[src/rtl/dmem_write_buffer_pkg.sv]
// dmem_write_buffer_pkg
// Shared types and geometry for the data-memory write buffer.
// The bus/memory geometry lives here rather than as module parameters so the
// queue entry struct, the forwarding matcher and the top always agree on it.
//   DATA_BIT_WIDTH : data and address bus width
//   DMEMADDRBITS   : byte-address bits decoded by the data memory
//   DMEMWORDBITS   : byte-offset bits; word index = addr[DMEMADDRBITS-1:DMEMWORDBITS]
//   WBUF_DEPTH     : queue entries (power of two, >= 2)
package dmem_write_buffer_pkg;

  localparam int DATA_BIT_WIDTH = 32;
  localparam int DMEMADDRBITS   = 13;
  localparam int DMEMWORDBITS   = 2;
  localparam int WBUF_DEPTH     = 4;

  localparam int WBUF_PTR_BITS  = $clog2(WBUF_DEPTH);
  localparam int WORD_IDX_BITS  = DMEMADDRBITS - DMEMWORDBITS;

  typedef logic [DATA_BIT_WIDTH-1:0] word_t;
  typedef logic [WORD_IDX_BITS-1:0]  word_idx_t;
  typedef logic [WBUF_PTR_BITS-1:0]  wbuf_ptr_t;
  typedef logic [WBUF_PTR_BITS:0]    wbuf_count_t;

  typedef struct packed {
    logic      valid;
    word_idx_t wordIdx;
    word_t     data;
  } wbuf_entry_t;

  localparam wbuf_count_t WBUF_FULL = wbuf_count_t'(WBUF_DEPTH);

  // Word index decoded by the memory from a byte address.
  function automatic word_idx_t addr_to_word(input word_t addr);
    return addr[DMEMADDRBITS-1:DMEMWORDBITS];
  endfunction

  // Byte address for a word index: offset and undecoded upper bits are 0.
  function automatic word_t word_to_addr(input word_idx_t idx);
    word_t addr;
    addr = '0;
    addr[DMEMADDRBITS-1:DMEMWORDBITS] = idx;
    return addr;
  endfunction

endpackage

[src/rtl/dmem_write_buffer_forward.sv]
// wbuf_forward_match
// Combinational store-to-load forwarding selector. Scans the queue from the
// oldest entry (head) towards the youngest; a later match overrides an
// earlier one, so the youngest matching store wins.
//   entries  : queue storage
//   head     : index of the oldest entry
//   count    : number of occupied entries
//   cmp_word : word index of the load
//   hit      : some valid entry matches cmp_word
//   hit_data : data of the youngest matching entry (0 on a miss)
module wbuf_forward_match
  import dmem_write_buffer_pkg::*;
(
  input  wbuf_entry_t entries [WBUF_DEPTH],
  input  wbuf_ptr_t   head,
  input  wbuf_count_t count,
  input  word_idx_t   cmp_word,
  output logic        hit,
  output word_t       hit_data
);

  // NOTE: defaults are assigned before any branch so every path drives every
  // output; combinational blocks without them infer latches.
  always_comb begin
    hit      = 1'b0;
    hit_data = '0;
    for (int k = 0; k < WBUF_DEPTH; k++) begin
      if ((wbuf_count_t'(k) < count)
          && entries[head + wbuf_ptr_t'(k)].valid
          && (entries[head + wbuf_ptr_t'(k)].wordIdx == cmp_word)) begin
        hit      = 1'b1;
        hit_data = entries[head + wbuf_ptr_t'(k)].data;
      end
    end
  end

endmodule

[src/rtl/dmem_write_buffer.sv]
// dmem_write_buffer
// Store queue in front of the single-port data memory. Stores are queued and
// drained one per cycle; loads are forwarded from the queue on a hit or take
// the memory port on a miss (pausing the drain). Loads always return one
// cycle later, whichever source serves them.
//   clk, reset          : posedge clock, synchronous active-high reset
//   cpuWrEn, cpuRdEn    : store / load request this cycle
//   cpuAddr, cpuDataIn  : shared byte address, store data
//   stall               : store not accepted (queue full); CPU holds request
//   cpuRdData, rdValid  : load result, valid the cycle after the load
//   bufEmpty            : queue holds no entries
//   memWrEn, memAddr,
//   memDataOut          : memory write enable, word-aligned address, write data
//   memRegOut           : memory read data for the address of the last posedge
module dmem_write_buffer
  import dmem_write_buffer_pkg::*;
(
  input  logic                      clk,
  input  logic                      reset,
  input  logic                      cpuWrEn,
  input  logic                      cpuRdEn,
  input  logic [DATA_BIT_WIDTH-1:0] cpuAddr,
  input  logic [DATA_BIT_WIDTH-1:0] cpuDataIn,
  output logic                      stall,
  output logic [DATA_BIT_WIDTH-1:0] cpuRdData,
  output logic                      rdValid,
  output logic                      bufEmpty,
  output logic                      memWrEn,
  output logic [DATA_BIT_WIDTH-1:0] memAddr,
  output logic [DATA_BIT_WIDTH-1:0] memDataOut,
  input  logic [DATA_BIT_WIDTH-1:0] memRegOut
);

  wbuf_entry_t entries [WBUF_DEPTH];
  wbuf_ptr_t   head;
  wbuf_ptr_t   tail;
  wbuf_count_t count;

  logic        fwd_sel;
  word_t       fwd_data;

  word_idx_t   cpu_word;
  logic        full;
  logic        push;
  logic        pop;
  logic        load_miss;
  logic        hit;
  word_t       hit_data;

  // Offset bits and bits above the decoded range never reach the memory.
  logic        unused_addr_bits;
  assign unused_addr_bits = ^{cpuAddr[DATA_BIT_WIDTH-1:DMEMADDRBITS],
                              cpuAddr[DMEMWORDBITS-1:0]};

  assign cpu_word = addr_to_word(cpuAddr);

  // The load only sees entries present at the start of the cycle; a store in
  // the same cycle is written at the posedge and is not yet visible here.
  wbuf_forward_match u_match (
    .entries  (entries),
    .head     (head),
    .count    (count),
    .cmp_word (cpu_word),
    .hit      (hit),
    .hit_data (hit_data)
  );

  // Full blocks a push even if a pop happens in the same cycle.
  assign full      = (count == WBUF_FULL);
  assign push      = cpuWrEn && !full;
  assign load_miss = cpuRdEn && !hit;
  assign pop       = !load_miss && (count != '0);

  // Outputs are forced to their idle values while reset is held, so the
  // memory sees no write during the cycle it clears itself.
  assign stall    = !reset && cpuWrEn && full;
  assign bufEmpty = reset || (count == '0);

  always_comb begin
    memWrEn    = 1'b0;
    memAddr    = '0;
    memDataOut = '0;
    if (!reset) begin
      if (load_miss) begin
        memAddr = word_to_addr(cpu_word);
      end else if (pop) begin
        memWrEn    = 1'b1;
        memAddr    = word_to_addr(entries[head].wordIdx);
        memDataOut = entries[head].data;
      end
    end
  end

  // Queue storage and pointers.
  // NOTE: sequential state uses non-blocking assignments so every register
  // samples pre-edge values regardless of statement order.
  always_ff @(posedge clk) begin
    if (reset) begin
      head  <= '0;
      tail  <= '0;
      count <= '0;
      // NOTE: only the valid bits are reset; an entry's payload is never read
      // while its valid bit is clear, so the storage needs no reset.
      for (int i = 0; i < WBUF_DEPTH; i++) begin
        entries[i].valid <= 1'b0;
      end
    end else begin
      // Pop and push never target the same slot: a pop needs count>0, and
      // head==tail with count>0 means full, which blocks the push.
      if (pop) begin
        entries[head].valid <= 1'b0;
        head                <= head + wbuf_ptr_t'(1);
      end
      if (push) begin
        entries[tail] <= '{valid: 1'b1, wordIdx: cpu_word, data: cpuDataIn};
        tail          <= tail + wbuf_ptr_t'(1);
      end
      case ({push, pop})
        2'b10:   count <= count + wbuf_count_t'(1);
        2'b01:   count <= count - wbuf_count_t'(1);
        default: count <= count;
      endcase
    end
  end

  // Load return path: both forwarded and memory-served loads complete one
  // cycle after the request.
  always_ff @(posedge clk) begin
    if (reset) begin
      rdValid  <= 1'b0;
      fwd_sel  <= 1'b0;
      fwd_data <= '0;
    end else begin
      rdValid <= cpuRdEn;
      if (cpuRdEn) begin
        fwd_sel <= hit;
        if (hit) begin
          fwd_data <= hit_data;
        end
      end
    end
  end

  assign cpuRdData = (rdValid && !reset) ? (fwd_sel ? fwd_data : memRegOut) : '0;

endmodule

[config.mk]
export PLATFORM = sky130hd
export DESIGN_NAME = dmem_write_buffer
export DESIGN_NICKNAME = d
export VERILOG_FILES = /design/src/rtl/dmem_write_buffer_pkg.sv /design/src/rtl/dmem_write_buffer_forward.sv /design/src/rtl/dmem_write_buffer.sv
export SDC_FILE = /design/constraint.sdc
export NUM_CORES = 1
export LEC_CHECK = 0
export CORE_ASPECT_RATIO = 1.4
export CORE_MARGIN = 2
export CORE_UTILIZATION = 51
export DETAILED_ROUTE_END_ITERATION = 8
export PLACE_DENSITY = 0.78
export SYNTH_ARGS = -nofsm -noshare
export SYNTH_HDL_FRONTEND = slang
export SYNTH_SLANG_ARGS = --single-unit
[constraint.sdc]
create_clock -name clk -period 4.9 [get_ports clk]
set_clock_uncertainty 0.15 [all_clocks]
set_input_delay 0.98 -clock clk [delete_from_list [all_inputs] [get_ports clk]]
set_output_delay 0.98 -clock clk [all_outputs]
set_load 0.02 [all_outputs]
==> run_results.csv <==
group,metric,value,unit
status,status,"finished with violations",
status,violations,"setup timing",
sta,tightest_slew,1.08,ns
power,seq_power_share,29.5,%
drt,wl_per_cell,22.2,um
critical_path,arrival,3.91,ns
sta,hold_viol_final,0,
global_route,grt_remaining_overflow,0,
hold_path,whs_path_depth,2,
place,dp.cells,1981,
final_layout,fin_nets,1755,
yosys,yosys-top-cells-area,"edfxtp_1 (34%), mux4_2 (11%), mux2i_1 (7.1%)",
cts,cts_root_buf,"clkbuf_16",
global_route,grt_pass1_vias,13200,
floorplanning,initial_core_util,51.9,%
yosys,async_flop_share,0,%
cts,clockBufferDepth,3,
cts,ctsHoldBuffers,0,
yosys,synth.avg_cell_area,10.5,um2
global_route,grt_usage,28.8,%
floorplanning,fp.coreArea,29300,um2
yosys,yosysTopAreaCell,"edfxtp_1",
drt,vias,12800,
drt,firstDrtPassIters,5,
sta,worst_slack,-0.140,ns
critical_path,r2r_slack,0.90,ns
power,p_comb_share,46.5,%
drt,ant_nets,0,
critical_path,r2r_cells,15,
floorplanning,io_pins,200,
power,powerDensity,383,nW/um2
yosys,yosys.area.top_type_share,34.0,%
power,clock_power_share,24.0,%
power,ir_drop,354,uV
sta,post-route-min-period,5.04,ns
cts,cts.sinks,217,
yosys,seq_area_frac_synth,39.9,%
sta,setup_violations,32,
final_layout,stdcell_count,2042,
final_layout,fillers,2258,
floorplanning,rows,74,
power,swShare,35.3,%
floorplanning,die-width,150,um
final_layout,syn_to_final_growth,26.7,%
critical_path,cp-end-kind,"primary output",
power,power.switching,2.60,mW
power,p_leak,6.78,nW
critical_path,critPathKind,"register to primary output",
drt,drcViolationCount,0,
sta,finalCritPeriodShare,103,%
final_layout,final_core_util,65.8,%
cts,cts_tree,"done",
yosys,synthCells,1441,
sta,relSlewSlack,27.8,%
cts,htreeDepth,1,
critical_path,worstReg2RegEnd,"count[2]$_SDFFE_PP0P_",
power,intPower,4.78,mW
place,globalplace.congestion,0.920,
hold_path,hold_start,"fwd_data[18]$_SDFFE_PP0P_",
cts,cts-buffers-inserted,24,
global_route,grt_antenna_before_repair,3,
critical_path,r2r_start,"head[0]$_SDFFE_PP0P_",
drt,vias_per_cell,6.26,
flow_run,cap_violations,0,
cts,clkLatencyLatePin,0.53,ns
critical_path,cp.required,3.77,ns
sta,fmaxAchievable,198,MHz
global_route,grt_pass1_wl,70600,um
global_route,grt_start_max_net_pins,81,
critical_path,path_max_fanout,7,
place,io_buffer_count,157,
yosys,synth_cell_types,71,
sta,rsz0062_at_grt,"true",
final_layout,drive_gt1_share,29.2,%
final_layout,final_cell_mix,"edfxtp_1 (172), buf_4 (156), nor2_1 (136)",
critical_path,cp-start-kind,"register",
yosys,syn_area,15200,um2
power,power,7.38,mW
yosys,yosysWarnings,0,
sta,drv_slew,0,
drt,wirelength,45300,um
yosys,synth-edff-count,172,
floorplanning,die_h,208,um
yosys,ys.flop_type,"edfxtp_1",
hold_path,min_path_type,"register to register",
drt,drt_iter0_drc,821,
cts,path_clk_slew,0.06,ns
yosys,synth-seq-cells,217,
floorplanning,dieArea,31200,um2
place,post-dp-hpwl,29800,um
final_layout,mostFrequentLayoutCell,"edfxtp_1",
hold_path,whs_endpoint,"fwd_data[18]$_SDFFE_PP0P_",
==> kinds of logic after synthesis <==
family	count (synthesis)	share of synthesized area, %
other	1	0.0247
flip-flops	217	39.9
AND/OR/NAND/NOR	525	17.7
adder cells (fa/ha/maj)	13	1.07
AO/OA/AOI/OAI	231	11.8
XOR/XNOR	50	2.88
multiplexers	219	20.7
buffers and inverters	185	5.93
==> cells in the mapped netlist (all sizes together), types with 4 or more instances <==
cell type  count
a211oi        28
a21oi         60
a311o         15
a311oi        37
a31oi         10
and3         132
buf           80
clkbuf        83
dfxtp         45
edfxtp       172
ha            13
inv           20
mux2          38
mux2i        110
mux4          71
nand2        120
nand2b         8
nor2         156
nor2b         21
nor3          16
nor4           6
nor4b         17
o2111ai       15
o21ai         19
o31a          17
or2           32
or3            4
xnor2         44
xor2           6
==> critical path, stage by stage (launching register included) <==
cell,delay (ns)
dfxtp_4,0.35
inv_2,0.05
ha_4,0.35
mux4_2,0.56
xnor2_2,0.21
buf_4,0.15
nand4_1,0.10
or4b_4,0.51
o32ai_4,0.13
nor4_4,0.07
nand2b_4,0.24
buf_12,0.19
buf_12,0.13
buf_12,0.12
nor2_4,0.08
buf_6,0.12
==> power by group through the flow <==
stage	combinational [mW]	clock (mW)	sequential [mW]
after CTS	3.39	1.79	2.18
after global placement	3.18	0	2.21
after detailed placement	3.23	0	2.22
final	3.43	1.77	2.18
after floorplan	2.26	0	2.18
after global routing	3.64	1.87	2.19
==> layout make-up <==
| type | instances | area, um2 | share of cell area [%] |
|---|---|---|---|
| multi-input cells | 1059 | 8880 | 46.1 |
| diodes | 2 | 5.00 | 0.0260 |
| flip-flops and latches | 217 | 6070 | 31.5 |
| clock inverters | 12 | 108 | 0.559 |
| inverters | 22 | 85.1 | 0.442 |
| repair buffers | 318 | 2960 | 15.4 |
| well taps | 380 | 475 | 2.47 |
| clock buffers | 32 | 672 | 3.49 |
==> worst max path at each step <==
stage	from	to	slack (ns)	cells after the start
global route	head[1]$_SDFFE_PP0P_	memDataOut[19]	-0.22	15
CTS	head[1]$_SDFFE_PP0P_	memDataOut[11]	-0.22	13
floorplan	head[1]$_SDFFE_PP0P_	memDataOut[25]	0.02	16
global placement	cpuAddr[9]	memDataOut[7]	-0.63	11
detailed placement	cpuAddr[9]	memDataOut[28]	-0.70	11
finish	head[0]$_SDFFE_PP0P_	memDataOut[17]	-0.14	15
==> state kept, by name, indices dropped and copies added (netlist names) <==
signal    cells
rdValid       1
tail          2
fwd_sel       1
fwd_data     32
head          2
entries     176
count         3
==> per-layer routing <==
layer  global-route usage [%]  share of wire, %  vias to the layer above
met5                        0             0.031                        -
met4                     11.7               3.9                        2
met3                     4.06               7.5                      141
met2                     51.8                52                      597
met1                     34.2                36                     6248
li1                         -                 -                     5800
==> stage by stage <==
stage	TNS [ns]	worst slack (ns)	hold WS [ns]	instance area, um2
after global placement	-25.32	-0.632	0.341	18100
after global routing	-5.40	-0.223	0.366	19300
after floorplan	0	0.0215	0.328	15700
final	-1.93	-0.140	0.347	19300
after CTS	-4.07	-0.218	0.354	19200
after detailed placement	-27.55	-0.699	0.346	18100
==> timing repair <==
item                       CTS  global route
setup endpoints to repair   44            44
buffers inserted            11             7
resized for setup          214            58
pin swaps                    9            14
cloned                       2             0
No activity file was read; power rests on OpenSTA's default activity.
==> RTL change, RTL diff (same settings) <==
The package constant `DMEMWORDBITS` goes from 2 to 3.
--- a/src/rtl/dmem_write_buffer_pkg.sv
+++ b/src/rtl/dmem_write_buffer_pkg.sv
@@ -10,7 +10,7 @@
 
   localparam int DATA_BIT_WIDTH = 32;
   localparam int DMEMADDRBITS   = 13;
-  localparam int DMEMWORDBITS   = 2;
+  localparam int DMEMWORDBITS   = 3;
   localparam int WBUF_DEPTH     = 4;
 
   localparam int WBUF_PTR_BITS  = $clog2(WBUF_DEPTH);
Check against the original RTL: not settled (the Yosys comparison gave no result); the edit may change what the design does.
==> RTL change against the unedited design <==
- via count shrank 3.0%
- power shrank 12%
- first-iteration DRC count grew 23%
- final area shrank 8.2%
- wire length shrank 2.2%
- synthesized area shrank 1.5%
- setup slack gained 220 ps
- sequential cell count shrank 4
- largest cell class unchanged
- largest power group unchanged
==> RTL change: results (changes against the unedited design) <==
Tot GR Track Use 28.1% (-0.72 points); Max Cap Violations 0 (unchanged); WL met2 22.4 mm (-5.3%); layout net count 1731 (-1.4%); Worst Max-Slew Pin Slew 1270 ps (+184 ps); placed cell area 17000 µm² (-6.3%); Worst Path Max Fanout 9 (+2); GR Util met3 3.58% (-0.47 points); total negative slack 0 ps (+1930 ps); Post-synth EDFFs 168 (-2.3%); CP startpoint head[0]; DR top layer met5; share of cells above drive strength 1 18.9% (-10 points); Cell variety after synth 70 (-1.4%); Num CTS Buffers 22 (-8.3%); DRT iter0 DRCs 1006 (+23%); synthesis warning total 0 (unchanged); met2 usage 49.5% (-2.4 points); worst hold start fwd_data[22]; largest registers entries (172), fwd_data (32), count (3); # resized after CTS 70 (-67%); Setup WS pre-CTS -405 ps (+294 ps); VDD IR-drop max 0.000276 V (-22%); CP Data Arrival Time 3690 ps (-220 ps); GR Layer Usage met1 33.1% (-1.1 points); vias 12400 (-3.0%); Async S/R FF share, synth 0% (unchanged); drt wl/cell 22.0 µm (-0.85%); Post-CTS Hold Buffers 0 (unchanged); top post-synthesis cells by area edfxtp_1, mux2i_1, and3_1, dfxtp_1, a21oi_1; # port buffers 155 (-1.3%); met1 wire length 16.7 mm (+1.1%); CTS root buf clkbuf_16; Syn Inst Count 1504 (+4.4%); Leakage 6.39 nW (-5.7%); hpwl dp 26.7 mm (-11%); clk_lat worst skew 510 ps (-20 ps); Commonest cells post-synth nor2_1, a21oi_1, edfxtp_1; H-tree depth 1 (unchanged); Final Non-Filler Cells 2015 (-1.3%); WL met3 2.98 mm (-13%); Max Root-Sink Buffers 3 (unchanged); Setup Fix Bufs, Post-CTS 5 (-6); first-pass GRT wire length 67.1 mm (-4.9%); Placer Congestion 0.908 (-1.3%); Seq/Total Area, Yosys 39.7% (-0.18 points); Clk pin slew, worst setup/hold paths 60 ps (about the same); largest net degree at the start of global routing 130 (+60%); status completed
[RTL change: final cells by class]
| cell class | count | area [µm²] |
|---|---|---|
| Multi-Input combinational cell | 1097 | 8220 |
| Clock inverter | 5 | 23.8 |
| Tap cell | 380 | 475 |
| Clock buffer | 34 | 647 |
| Inverter | 48 | 181 |
| Fill cell | 2449 | 11400 |
| Antenna cell | 2 | 5.00 |
| Sequential cell | 213 | 5950 |
| Timing Repair Buffer | 236 | 2190 |
[RTL change: path summary, 6_finish.rpt]
check / slack, ps / cells past startpoint / end
worst max-delay path: 80 / 13 / memAddr[5]
worst min-delay path: 310 / 2 / fwd_data[22]
worst max register to register: 980 / 14 / fwd_data[12]
worst min register to register: 310 / 2 / fwd_data[22]
[RTL change: logic make-up (layout without fill, tap and decap cells)]
kind of cell | after synthesis | count (layout) | synth area share (%)
AO/OA/AOI/OAI | 291 | 291 | 15.1
XOR/XNOR | 43 | 43 | 2.52
adder cells (fa/ha/maj) | 13 | 13 | 1.09
buffers and inverters | 215 | 323 | 6.83
flip-flops | 213 | 213 | 39.7
multiplexers | 245 | 245 | 17.8
other | 1 | 24 | 0.0251
AND/OR/NAND/NOR | 483 | 483 | 16.9
[RTL change: report_power, final]
group | internal, mW | leakage, nW | total [mW] | switching [mW]
Sequential | 2.06 | 1.82 | 2.13 | 0.0734
Combinational | 1.08 | 4.23 | 2.77 | 1.69
Clock | 0.905 | 0.332 | 1.61 | 0.702
[RTL change: critical path, cell delays in order (launching register included)]
cell,delay (ps)
dfxtp_4,400
inv_1,100
ha_4,300
mux4_2,510
xor2_1,240
nor2_1,60
o211ai_1,230
o32ai_4,160
buf_4,150
buf_4,130
nor4b_2,200
buf_4,230
a22o_1,160
clkdlybuf4s15_1,290
